**src/rtl/adc_spi_pkg.sv**
```systemverilog
// Shared definitions for the SPI ADC front-end: FSM encoding and frame geometry.
// Latency: n/a (declarations only).
// Backpressure: n/a.
package adc_spi_pkg;

  typedef enum logic [1:0] {
    ST_IDLE  = 2'd0,
    ST_SETUP = 2'd1,
    ST_SHIFT = 2'd2,
    ST_QUIET = 2'd3
  } adc_state_t;

  // 16-bit frame: LEAD_ZEROS zero bits followed by the sample, MSB first.
  localparam int FRAME_BITS = 16;
  localparam int LEAD_ZEROS = 4;
  localparam int DATA_W_DEF = 12;

endpackage

```
**src/rtl/adc_sclk_div.sv**
```systemverilog
// SCLK half-period timer: fires tgl_o once every CLK_DIV cycles while run_i is high.
// Latency: tgl_o/rise_o are combinational from the counter; first tgl_o CLK_DIV cycles after run_i rises.
// Backpressure: none; counter is held at zero whenever run_i is low.
//
// Ports:
//   clk_i, reset_n_i : clock, asynchronous active-low reset
//   run_i            : count enable (FSM in SETUP or SHIFT)
//   sclk_i           : current registered SCLK level
//   tgl_o            : half-period elapsed, SCLK should toggle now
//   rise_o           : toggle that takes SCLK from 0 to 1 (sampling edge)
module adc_sclk_div #(
  parameter int CLK_DIV = 4
) (
  input  logic clk_i,
  input  logic reset_n_i,
  input  logic run_i,
  input  logic sclk_i,
  output logic tgl_o,
  output logic rise_o
);

  localparam int CW = (CLK_DIV < 2) ? 1 : $clog2(CLK_DIV);

  logic [CW-1:0] cnt_q;

  assign tgl_o  = run_i && (cnt_q == CW'(CLK_DIV - 1));
  assign rise_o = tgl_o && !sclk_i;

  always_ff @(posedge clk_i or negedge reset_n_i) begin
    if (!reset_n_i) begin
      cnt_q <= '0;
    end else if (!run_i || tgl_o) begin
      cnt_q <= '0;
    end else begin
      cnt_q <= cnt_q + 1'b1;
    end
  end

endmodule

```
**src/rtl/adc_spi_if.sv**
```systemverilog
// SPI master for a 12-bit ADC: one request edge -> one 16-bit CS_n/SCLK frame -> parallel sample + rdy pulse.
// Latency: rdy pulses 33*CLK_DIV cycles after the clock edge that sees the request rise; CS_n then stays high >= max(QUIET_CYC,2) cycles.
// Backpressure: none; request edges arriving while busy_o is high are dropped, a held request never retriggers.
//
// Ports:
//   clk_i, reset_n_i      : clock, asynchronous active-low reset
//   adc_data_req_i        : conversion request, rising-edge triggered
//   adc_data_rdy_o        : one-cycle pulse when adc_data_o is updated
//   adc_data_o            : last sample, held until the next frame completes
//   busy_o                : frame or quiet gap in progress
//   err_o                 : sticky leading-zero error (0 unless ADC_SPI_LEADZERO_CHK_EN is defined)
//   adc_cs_n_o/adc_sclk_o : SPI chip select (active low) and serial clock (idle high)
//   adc_sdata_i           : SPI serial data from the ADC
// Build option: define ADC_SPI_LEADZERO_CHK_EN to build the leading-zero checker.
module adc_spi_if
  import adc_spi_pkg::*;
#(
  parameter int CLK_DIV   = 4,
  parameter int DATA_W    = DATA_W_DEF,
  parameter int QUIET_CYC = 8
) (
  input  logic              clk_i,
  input  logic              reset_n_i,
  input  logic              adc_data_req_i,
  output logic              adc_data_rdy_o,
  output logic [DATA_W-1:0] adc_data_o,
  output logic              busy_o,
  output logic              err_o,
  output logic              adc_cs_n_o,
  output logic              adc_sclk_o,
  input  logic              adc_sdata_i
);

  // A one-cycle quiet gap would let the next frame's CS_n fall too close to the last one.
  localparam int Q_EFF = (QUIET_CYC < 2) ? 2 : QUIET_CYC;
  localparam int QW    = $clog2(Q_EFF);
  localparam int BW    = $clog2(FRAME_BITS);

  generate
    if (CLK_DIV < 2) begin : g_bad_clk_div
      $error("adc_spi_if: CLK_DIV must be >= 2");
    end
  endgenerate

  adc_state_t            state_q, state_d;
  logic                  req_d_q;
  logic [FRAME_BITS-1:0] shift_q, shift_d;
  logic [BW-1:0]         bit_q, bit_d;
  logic [QW-1:0]         qcnt_q, qcnt_d;
  logic                  cs_n_q, cs_n_d;
  logic                  sclk_q, sclk_d;
  logic                  rdy_q, rdy_d;
  logic                  busy_q, busy_d;
  logic [DATA_W-1:0]     data_q, data_d;
  logic                  frame_end;
  logic                  div_run, div_tgl, div_rise;

  assign div_run = (state_q == ST_SETUP) || (state_q == ST_SHIFT);

  adc_sclk_div #(.CLK_DIV(CLK_DIV)) u_sclk_div (
    .clk_i     (clk_i),
    .reset_n_i (reset_n_i),
    .run_i     (div_run),
    .sclk_i    (sclk_q),
    .tgl_o     (div_tgl),
    .rise_o    (div_rise)
  );

  always_comb begin
    state_d   = state_q;
    shift_d   = shift_q;
    bit_d     = bit_q;
    qcnt_d    = qcnt_q;
    cs_n_d    = cs_n_q;
    sclk_d    = sclk_q;
    rdy_d     = 1'b0;
    busy_d    = busy_q;
    data_d    = data_q;
    frame_end = 1'b0;
    case (state_q)
      ST_IDLE: begin
        if (adc_data_req_i && !req_d_q) begin
          state_d = ST_SETUP;
          cs_n_d  = 1'b0;
          sclk_d  = 1'b1;
          busy_d  = 1'b1;
          bit_d   = '0;
        end
      end
      ST_SETUP: begin
        // CS_n-to-first-SCLK-fall setup time of one half period.
        if (div_tgl) begin
          sclk_d  = 1'b0;
          state_d = ST_SHIFT;
        end
      end
      ST_SHIFT: begin
        if (div_rise) begin
          sclk_d  = 1'b1;
          shift_d = {shift_q[FRAME_BITS-2:0], adc_sdata_i};
        end else if (div_tgl) begin
          // End of a high half-period: either start the next bit or close the frame
          // with SCLK left high.
          if (bit_q == BW'(FRAME_BITS - 1)) begin
            frame_end = 1'b1;
            cs_n_d    = 1'b1;
            rdy_d     = 1'b1;
            data_d    = shift_q[DATA_W-1:0];
            qcnt_d    = '0;
            state_d   = ST_QUIET;
          end else begin
            sclk_d = 1'b0;
            bit_d  = bit_q + 1'b1;
          end
        end
      end
      ST_QUIET: begin
        if (qcnt_q == QW'(Q_EFF - 1)) begin
          busy_d  = 1'b0;
          state_d = ST_IDLE;
        end else begin
          qcnt_d = qcnt_q + 1'b1;
        end
      end
      default: state_d = ST_IDLE;
    endcase
  end

  always_ff @(posedge clk_i or negedge reset_n_i) begin
    if (!reset_n_i) begin
      state_q <= ST_IDLE;
      req_d_q <= 1'b0;
      shift_q <= '0;
      bit_q   <= '0;
      qcnt_q  <= '0;
      cs_n_q  <= 1'b1;
      sclk_q  <= 1'b1;
      rdy_q   <= 1'b0;
      busy_q  <= 1'b0;
      data_q  <= '0;
    end else begin
      state_q <= state_d;
      req_d_q <= adc_data_req_i;
      shift_q <= shift_d;
      bit_q   <= bit_d;
      qcnt_q  <= qcnt_d;
      cs_n_q  <= cs_n_d;
      sclk_q  <= sclk_d;
      rdy_q   <= rdy_d;
      busy_q  <= busy_d;
      data_q  <= data_d;
    end
  end

`ifdef ADC_SPI_LEADZERO_CHK_EN
  logic err_q;

  always_ff @(posedge clk_i or negedge reset_n_i) begin
    if (!reset_n_i) begin
      err_q <= 1'b0;
    end else if (frame_end && (shift_q[FRAME_BITS-1 -: LEAD_ZEROS] != '0)) begin
      err_q <= 1'b1;
    end
  end

  assign err_o = err_q;
`else
  logic lead_unused;
  assign lead_unused = frame_end ^ (^shift_q[FRAME_BITS-1 -: LEAD_ZEROS]);
  assign err_o       = 1'b0;
`endif

  assign adc_data_rdy_o = rdy_q;
  assign adc_data_o     = data_q;
  assign busy_o         = busy_q;
  assign adc_cs_n_o     = cs_n_q;
  assign adc_sclk_o     = sclk_q;

endmodule

```
**config.mk**
```make
export PLATFORM = sky130hd
export DESIGN_NAME = adc_spi_if
export DESIGN_NICKNAME = d
export VERILOG_FILES = /design/src/rtl/adc_spi_pkg.sv /design/src/rtl/adc_sclk_div.sv /design/src/rtl/adc_spi_if.sv
export SDC_FILE = /design/constraint.sdc
export NUM_CORES = 1
export LEC_CHECK = 0
export ABC_AREA = 1
export CAP_MARGIN = 15
export CORE_ASPECT_RATIO = 0.75
export CORE_UTILIZATION = 55
export DETAILED_ROUTE_END_ITERATION = 16
export GPL_ROUTABILITY_DRIVEN = 0
export GPL_TIMING_DRIVEN = 0
export PLACE_DENSITY = 0.78
export SETUP_SLACK_MARGIN = 0.02
export SLEW_MARGIN = 10
export SYNTH_ARGS = -nofsm -noshare
export SYNTH_HDL_FRONTEND = slang
export SYNTH_SLANG_ARGS = --single-unit
```
**constraint.sdc**
```tcl
create_clock -name clk_i -period 2 [get_ports clk_i]
set_input_delay 0.5 -clock clk_i [delete_from_list [all_inputs] [get_ports clk_i]]
set_output_delay 0.5 -clock clk_i [all_outputs]
set_load 0.01 [all_outputs]
```
# Word level (Yosys, flattened, before mapping)

Cells that the tools add are included.

Output and inout bits: 17
Memory bits (read-only): 0
RAM bits: 0
Memories: 0
Logic and storage cells: 87
Latch bits: 0
Flip-flop bits (word level): 40

Reduce and logical (&&, ||, !) cells: 21
Divide/modulo/power cells: 0
Magnitude comparators: 0
Equal/unequal tests: 16
Shift-type cells: 0
$add $sub $neg: 3
Mux-type cells: 35
$mul: 0
Bitwise logic cells: 1

Operators with widths:

| cell                                           | count |
|---|---|
| AND reduction 5 bit                            | 4 |
| two-way mux 4 bit                              | 4 |
| two-way mux 1 bit                              | 14 |
| two-way mux 2 bit                              | 7 |
| two-way mux 3 bit                              | 4 |
| != test 2 bit (second input constant)          | 5 |
| case mux 2 bit (4 select lines)                | 1 |
| case mux 4 bit (2 select lines)                | 1 |
| == test 2 bit (second input constant)          | 3 |
| != test 2 x 1 -> 1 bit (second input constant) | 3 |
| case mux 3 bit (2 select lines)                | 1 |
| AND reduction 6 bit                            | 1 |
| nonzero test 2 bit                             | 3 |
| adder 4 x 1 -> 4 bit (second input constant)   | 1 |
| == test 4 bit (second input constant)          | 1 |
| case mux 1 bit (2 select lines)                | 2 |
| AND reduction 4 bit                            | 1 |
| adder 3 x 1 -> 3 bit (second input constant)   | 1 |
| == test 3 bit (second input constant)          | 1 |
| logical AND 1 bit                              | 3 |
| logical NOT 1 bit                              | 3 |
| != test 3 x 2 -> 1 bit (second input constant) | 1 |
| != test 3 bit (second input constant)          | 1 |
| case mux 1 bit (3 select lines)                | 1 |
| other kinds (8)                                | 9 |

# Logic depth before layout (Yosys ltp)

Depth in word-level cells: 6
Mapped depth: 10
Depth with buffers taken out: 9

# By module

From an unflattened synthesis, not the netlist that was laid out.

Cell total of the unflattened synthesis: 213
Area total of the unflattened synthesis: 1,964.4 µm²

By module, submodules not included:

| module       | area each (µm²) | instances | cells each |
|---|---|---|---|
| adc_spi_if   | 1,871.8         | 1         | 202 |
| adc_sclk_div | 92.6            | 1         | 11 |

# Worst setup path before layout

OpenSTA, ideal clock, no wires.

Path type: register -> register
From: reg state_q[0]
To: reg state_q[0]
Stages on the path, launching flop included: 9
Data required time: 1,883 ps
Arrival: 1,409 ps
Setup slack: 474 ps
Period minus slack after synthesis: 1,526 ps
Setup time: 117 ps
Cell sequence: dfrtp_1 > inv_1 > ha_1 > nand2_2 > nor2_4 > o21ai_2 > nand2_1 > nand2_1 > nand2_1

Cells in the longest elaborated chain, start to end: 6

RTL lines:

| item                                                           | RTL line                           | RTL |
|---|---|---|
| start: declaration                                             | adc_spi_if.sv:45                   | `adc_state_t state_q, state_d;` |
| start signal: assignment                                       | adc_spi_if.sv:142                  | `state_q <= state_d;` |
| == test 2 x 1 -> 1 bit / == test 2 bit (equally long branches) | adc_spi_if.sv:58, adc_spi_if.sv:80 |  |
| logical OR 1 bit                                               | adc_spi_if.sv:58                   | `assign div_run = (state_q == ST_SETUP) \|\| (state_q == ST_SHIFT);` |
| logical AND 1 bit                                              | adc_sclk_div.sv:26                 | `assign tgl_o = run_i && (cnt_q == CW'(CLK_DIV - 1));` |
| logical AND 1 bit                                              | adc_sclk_div.sv:27                 | `assign rise_o = tgl_o && !sclk_i;` |
| != test 2 bit (no source line)                                 | -                                  |  |
| AND reduction 6 bit (no source line)                           | -                                  |  |

Several ways; a longest one is shown, not always the timed one.
A chain may end at the register's enable or synchronous reset.

# Worst setup path in the final report

From: reg cs_n_q (netlist: adc_cs_n_o)
To: out adc_cs_n_o

RTL lines:

| item                     | RTL line          | RTL |
|---|---|---|
| start: declaration       | adc_spi_if.sv:50  | `logic cs_n_q, cs_n_d;` |
| start signal: assignment | adc_spi_if.sv:147 | `cs_n_q <= cs_n_d;` |
| end: declaration         | adc_spi_if.sv:29  | `output logic adc_cs_n_o,` |

No word-level cell between the ends.

==> report_table.html <==
<table>
<tr><th>Metric</th><th>Value</th></tr>
<tr><th colspan="2">Floorplanning</th></tr>
<tr><td>Starting density of the core</td><td>57.6%</td></tr>
<tr><td>Horizontal die dimension</td><td>between 70 and 80 µm</td></tr>
<tr><td>DIE AREA</td><td>3710 µm²</td></tr>
<tr><td>Number of primary I/O pins</td><td>21</td></tr>
<tr><td>Number of core rows</td><td>18</td></tr>
<tr><td>DIE HEIGHT</td><td>53.0 µm</td></tr>
<tr><td>Core footprint</td><td>3310 µm²</td></tr>
<tr><th colspan="2">Logic synthesis</th></tr>
<tr><td>Total of warnings raised by yosys</td><td>0</td></tr>
<tr><td>Proportion of synthesized chip area in sequential cells</td><td>a little over half</td></tr>
<tr><td>Yosys top cell by area</td><td>sky130_fd_sc_hd__dfrtp_1</td></tr>
<tr><td>Leading cell types by total area after synthesis</td><td>sky130_fd_sc_hd__dfrtp_1 50%, sky130_fd_sc_hd__nand2_1 14%, sky130_fd_sc_hd__ha_1 5.9%</td></tr>
<tr><td>Number of different library cells in the post-synthesis netlist</td><td>26</td></tr>
<tr><td>Total nets after synthesis</td><td>approximately 230</td></tr>
<tr><td>Post-synthesis register bit count</td><td>40</td></tr>
<tr><td>Synthesized area per cell</td><td>8.96 µm²</td></tr>
<tr><td>Post-synthesis cell count</td><td>213</td></tr>
<tr><td>Area share of the largest cell type after synthesis</td><td>49.8%</td></tr>
<tr><td>Mapped cell area</td><td>1910 µm²</td></tr>
<tr><th colspan="2">Clock tree</th></tr>
<tr><td>H-Tree Depth</td><td>2</td></tr>
<tr><td>Number of setup buffers added after CTS</td><td>0</td></tr>
<tr><td>Maximum buffer depth of the clock tree</td><td>2</td></tr>
<tr><td>Clock-pin slew reported for the worst setup and hold paths after clock tree synthesis</td><td>about 0.07 ns</td></tr>
<tr><td>Hold buffer count at cts</td><td>0</td></tr>
<tr><td>Root buf cell</td><td>sky130_fd_sc_hd__clkbuf_8</td></tr>
<tr><td>Later-pin clock latency in the skew report</td><td>0.29 ns</td></tr>
<tr><td>Num Clock Sinks</td><td>40</td></tr>
<tr><td>Clock buffer count from CTS</td><td>5</td></tr>
<tr><td>CTS tree</td><td>done</td></tr>
<tr><td>Number of gates resized after cts</td><td>0</td></tr>
<tr><th colspan="2">GRT</th></tr>
<tr><td>Global-route wire length before repair</td><td>5750 µm</td></tr>
<tr><td>Vias in the first global route</td><td>1314</td></tr>
<tr><td>GRT Overall Usage</td><td>20.8%</td></tr>
<tr><td>Overall overflow remaining after global route</td><td>0</td></tr>
<tr><td>Antenna violations before repair</td><td>0</td></tr>
<tr><td>Maximum number of pins on one net before global-route repair</td><td>32</td></tr>
<tr><th colspan="2">STA</th></tr>
<tr><td>Least setup slack across all paths after layout</td><td>0.144 ns</td></tr>
<tr><td>Fraction of the cycle the final worst path needs</td><td>92.8%</td></tr>
<tr><td>Max Clk Rate</td><td>between 500 and 600 MHz</td></tr>
<tr><td>Period minus WS final</td><td>1.86 ns</td></tr>
<tr><td>Unrepaired setup endpoints after global routing</td><td>no</td></tr>
<tr><td>Fin Clk Skew</td><td>0.00361 ns</td></tr>
<tr><td>Hold violation total from the final report</td><td>0</td></tr>
<tr><td>Final setup fails</td><td>0</td></tr>
<tr><td>Final max-slew violation count</td><td>0</td></tr>
<tr><th colspan="2">Pwr</th></tr>
<tr><td>Sw Pwr</td><td>around 0.83 mW</td></tr>
<tr><td>Switching Fraction</td><td>34.9%</td></tr>
<tr><td>Relative contribution of the clock network to total power</td><td>27.2%</td></tr>
<tr><td>Total chip power</td><td>2.37 mW</td></tr>
<tr><td>Internal</td><td>1.54 mW</td></tr>
<tr><td>Pleak</td><td>1.14 nW</td></tr>
<tr><td>Sequential share of power</td><td>42.3%</td></tr>
<tr><td>Power density of the placed cells</td><td>between 1000 and 1500 nW/µm²</td></tr>
<tr><td>VDD IR-drop max</td><td>slightly below 0.0006 V</td></tr>
<tr><td>Proportion of power drawn by combinational gates</td><td>approximately 31%</td></tr>
<tr><th colspan="2">Finish</th></tr>
<tr><td>Final core utilization</td><td>between 60 and 70%</td></tr>
<tr><td>Fraction of layout cells with a size suffix above 1</td><td>between 10% and 20%</td></tr>
<tr><td>Area Growth Syn to Fin</td><td>19.3%</td></tr>
<tr><td>Antenna Cells</td><td>0</td></tr>
<tr><td>Commonest non-fill, non-tap cell in the layout</td><td>sky130_fd_sc_hd__nand2_1</td></tr>
<tr><td>Total number of nets in the final design</td><td>between 200 and 300</td></tr>
<tr><td>Non-Filler Instances</td><td>281</td></tr>
<tr><td>Final instance area</td><td>2280 µm²</td></tr>
<tr><td>Most used cells in the layout excluding fill and tap cells</td><td>73 x sky130_fd_sc_hd__nand2_1, 38 x sky130_fd_sc_hd__dfrtp_1, 22 x sky130_fd_sc_hd__inv_1</td></tr>
<tr><th colspan="2">Placement</th></tr>
<tr><td>Placement Setup Slack</td><td>0.245 ns</td></tr>
<tr><td>Final HPWL DP</td><td>2380 µm</td></tr>
<tr><td>Placed inst area</td><td>2160 µm²</td></tr>
<tr><td>Cell total after placement</td><td>273</td></tr>
<tr><td>Number of buffers added on ports</td><td>19</td></tr>
<tr><th colspan="2">Setup path</th></tr>
<tr><td>Worst setup slack for register-to-register paths</td><td>0.25 ns</td></tr>
<tr><td>Slowest cell on crit path</td><td>sky130_fd_sc_hd__dfstp_2</td></tr>
<tr><td>Number of buffers and inverters on the critical path</td><td>1</td></tr>
<tr><td>Reg2Reg Depth</td><td>8</td></tr>
<tr><td>Largest driver fanout on the critical path</td><td>2</td></tr>
<tr><td>Family of cells with the greatest summed delay on the critical path</td><td>flip-flops</td></tr>
<tr><td>Capturing point of the worst reg2reg path</td><td>bit_q[2]</td></tr>
<tr><td>Endpoint arrival time on the critical path</td><td>between 1 and 1.5 ns</td></tr>
<tr><td>Launching element type of the critical path</td><td>register</td></tr>
<tr><td>Critical path depth</td><td>1</td></tr>
<tr><td>Endpoint kind of the worst setup timing path</td><td>output port</td></tr>
<tr><td>Cells along the critical path</td><td>clkdlybuf4s50_1</td></tr>
<tr><td>Critical R2R Launch</td><td>state_q[0]</td></tr>
<tr><td>Worst Path Required</td><td>1.50 ns</td></tr>
<tr><td>Setup Crit Path Kind</td><td>register to output port</td></tr>
<tr><td>Endpoint of the most critical setup path</td><td>adc_cs_n_o</td></tr>
<tr><td>Critical path origin</td><td>adc_cs_n_o</td></tr>
<tr><td>Max stage delay on crit path</td><td>0.54 ns</td></tr>
<tr><th colspan="2">Route</th></tr>
<tr><td>Wirelength per Cell</td><td>around 12 µm</td></tr>
<tr><td>Overall routed net length</td><td>3280 µm</td></tr>
<tr><td>Via density per instance</td><td>roughly 5</td></tr>
<tr><td>Initial detailed-routing violation count</td><td>63</td></tr>
<tr><td>Via total after detailed routing</td><td>1400</td></tr>
<tr><td>Drt pass-1 iters</td><td>5</td></tr>
<tr><td>Antenna violation net count after detailed routing</td><td>0</td></tr>
<tr><td>Post-route DRC</td><td>0</td></tr>
<tr><th colspan="2">Outcome</th></tr>
<tr><td>Status</td><td>completed</td></tr>
<tr><th colspan="2">Job</th></tr>
<tr><td>Max-capacitance violation count</td><td>0</td></tr>
<tr><th colspan="2">Min path</th></tr>
<tr><td>Worst hold-check path type</td><td>input pin to async pin</td></tr>
</table>
[worst min path at each step]
stage | start | end | slack [ns] | depth (start not counted)
after floorplan | reset_n_i | adc_data_o[0] | 0.20 | 0
after global placement | u_sclk_div.cnt_q[0] | u_sclk_div.cnt_q[0] | 0.43 | 1
after detailed placement | reset_n_i | busy_o | 0.38 | 1
after CTS | reset_n_i | busy_o | 0.07 | 1
after global routing | reset_n_i | busy_o | 0.08 | 1
final | reset_n_i | busy_o | 0.07 | 1
[area by class of cell]
type	count	area, µm²
inverter	23	86.3
timing repair buffer	20	208
tap	40	50.0
clock inverter	2	35.0
sequential	40	1000
clock buffer	6	72.6
fill	258	1030
buffer	6	47.5
multi-input combinational	144	773
[registers in the layout, indices dropped and copies added (netlist names), 2 cells and up]
name              flops
adc_data_o           12
shift_q              12
bit_q                 4
qcnt_q                3
state_q               2
u_sclk_div.cnt_q      2
[cells in the mapped netlist]
master and instances:
sky130_fd_sc_hd__nand2_1 73, sky130_fd_sc_hd__nand3_2 1, sky130_fd_sc_hd__dfrtp_1 38, sky130_fd_sc_hd__nand2_2 4, sky130_fd_sc_hd__o21ai_0 12, sky130_fd_sc_hd__nor2_4 2, sky130_fd_sc_hd__conb_1 1, sky130_fd_sc_hd__o21ai_2 11
sky130_fd_sc_hd__buf_2 1, sky130_fd_sc_hd__nand3_1 8, sky130_fd_sc_hd__dfstp_2 2, sky130_fd_sc_hd__nor2_1 11, sky130_fd_sc_hd__nand3_4 1, sky130_fd_sc_hd__inv_2 1, sky130_fd_sc_hd__buf_6 2, sky130_fd_sc_hd__nand3b_1 2
sky130_fd_sc_hd__a21oi_1 1, sky130_fd_sc_hd__ha_1 9, sky130_fd_sc_hd__nor3b_1 1, sky130_fd_sc_hd__nor3_1 1, sky130_fd_sc_hd__buf_4 2, sky130_fd_sc_hd__inv_1 22, sky130_fd_sc_hd__xnor2_1 1, sky130_fd_sc_hd__o21ai_1 4
sky130_fd_sc_hd__nand4_1 1, sky130_fd_sc_hd__clkbuf_2 1
[power groups by stage]
stage | clock, mW | combinational (mW) | sequential [mW]
floorplan | 0 | 0.530 | 1.01
global placement | 0 | 0.702 | 1.02
detailed placement | 0 | 0.720 | 1.02
CTS | 0.659 | 0.725 | 1.00
global route | 0.697 | 0.851 | 1.02
finish | 0.645 | 0.722 | 1.00
[metrics by stage]
| step | hold WS [ns] | TNS, ns |
|---|---|---|
| after detailed placement | 0.385 | 0 |
| after global routing | 0.0759 | 0 |
| after CTS | 0.0714 | 0 |
| final | 0.0704 | 0 |
| after global placement | 0.431 | -21.26 |
| after floorplan | 0.204 | 0 |
[per-layer routing]
| metal | global-route usage (%) | part of all wire [%] |
|---|---|---|
| met5 | 0 | 0 |
| met4 | 7.67 | 1.7 |
| met3 | 7.05 | 3.6 |
| met2 | 30.8 | 41 |
| met1 | 28.5 | 54 |
[cell families after synthesis]
| logic type | share of synthesized area (%) |
|---|---|
| adders and majority gates | 5.90 |
| and+or+nand+nor | 24.3 |
| buffers and inverters | 7.02 |
| AOI/OAI and AO/OA | 9.51 |
| DFF | 52.6 |
| xor gates and xnor gates | 0.459 |
| other | 0.197 |
(Power assumes the default switching activity.)
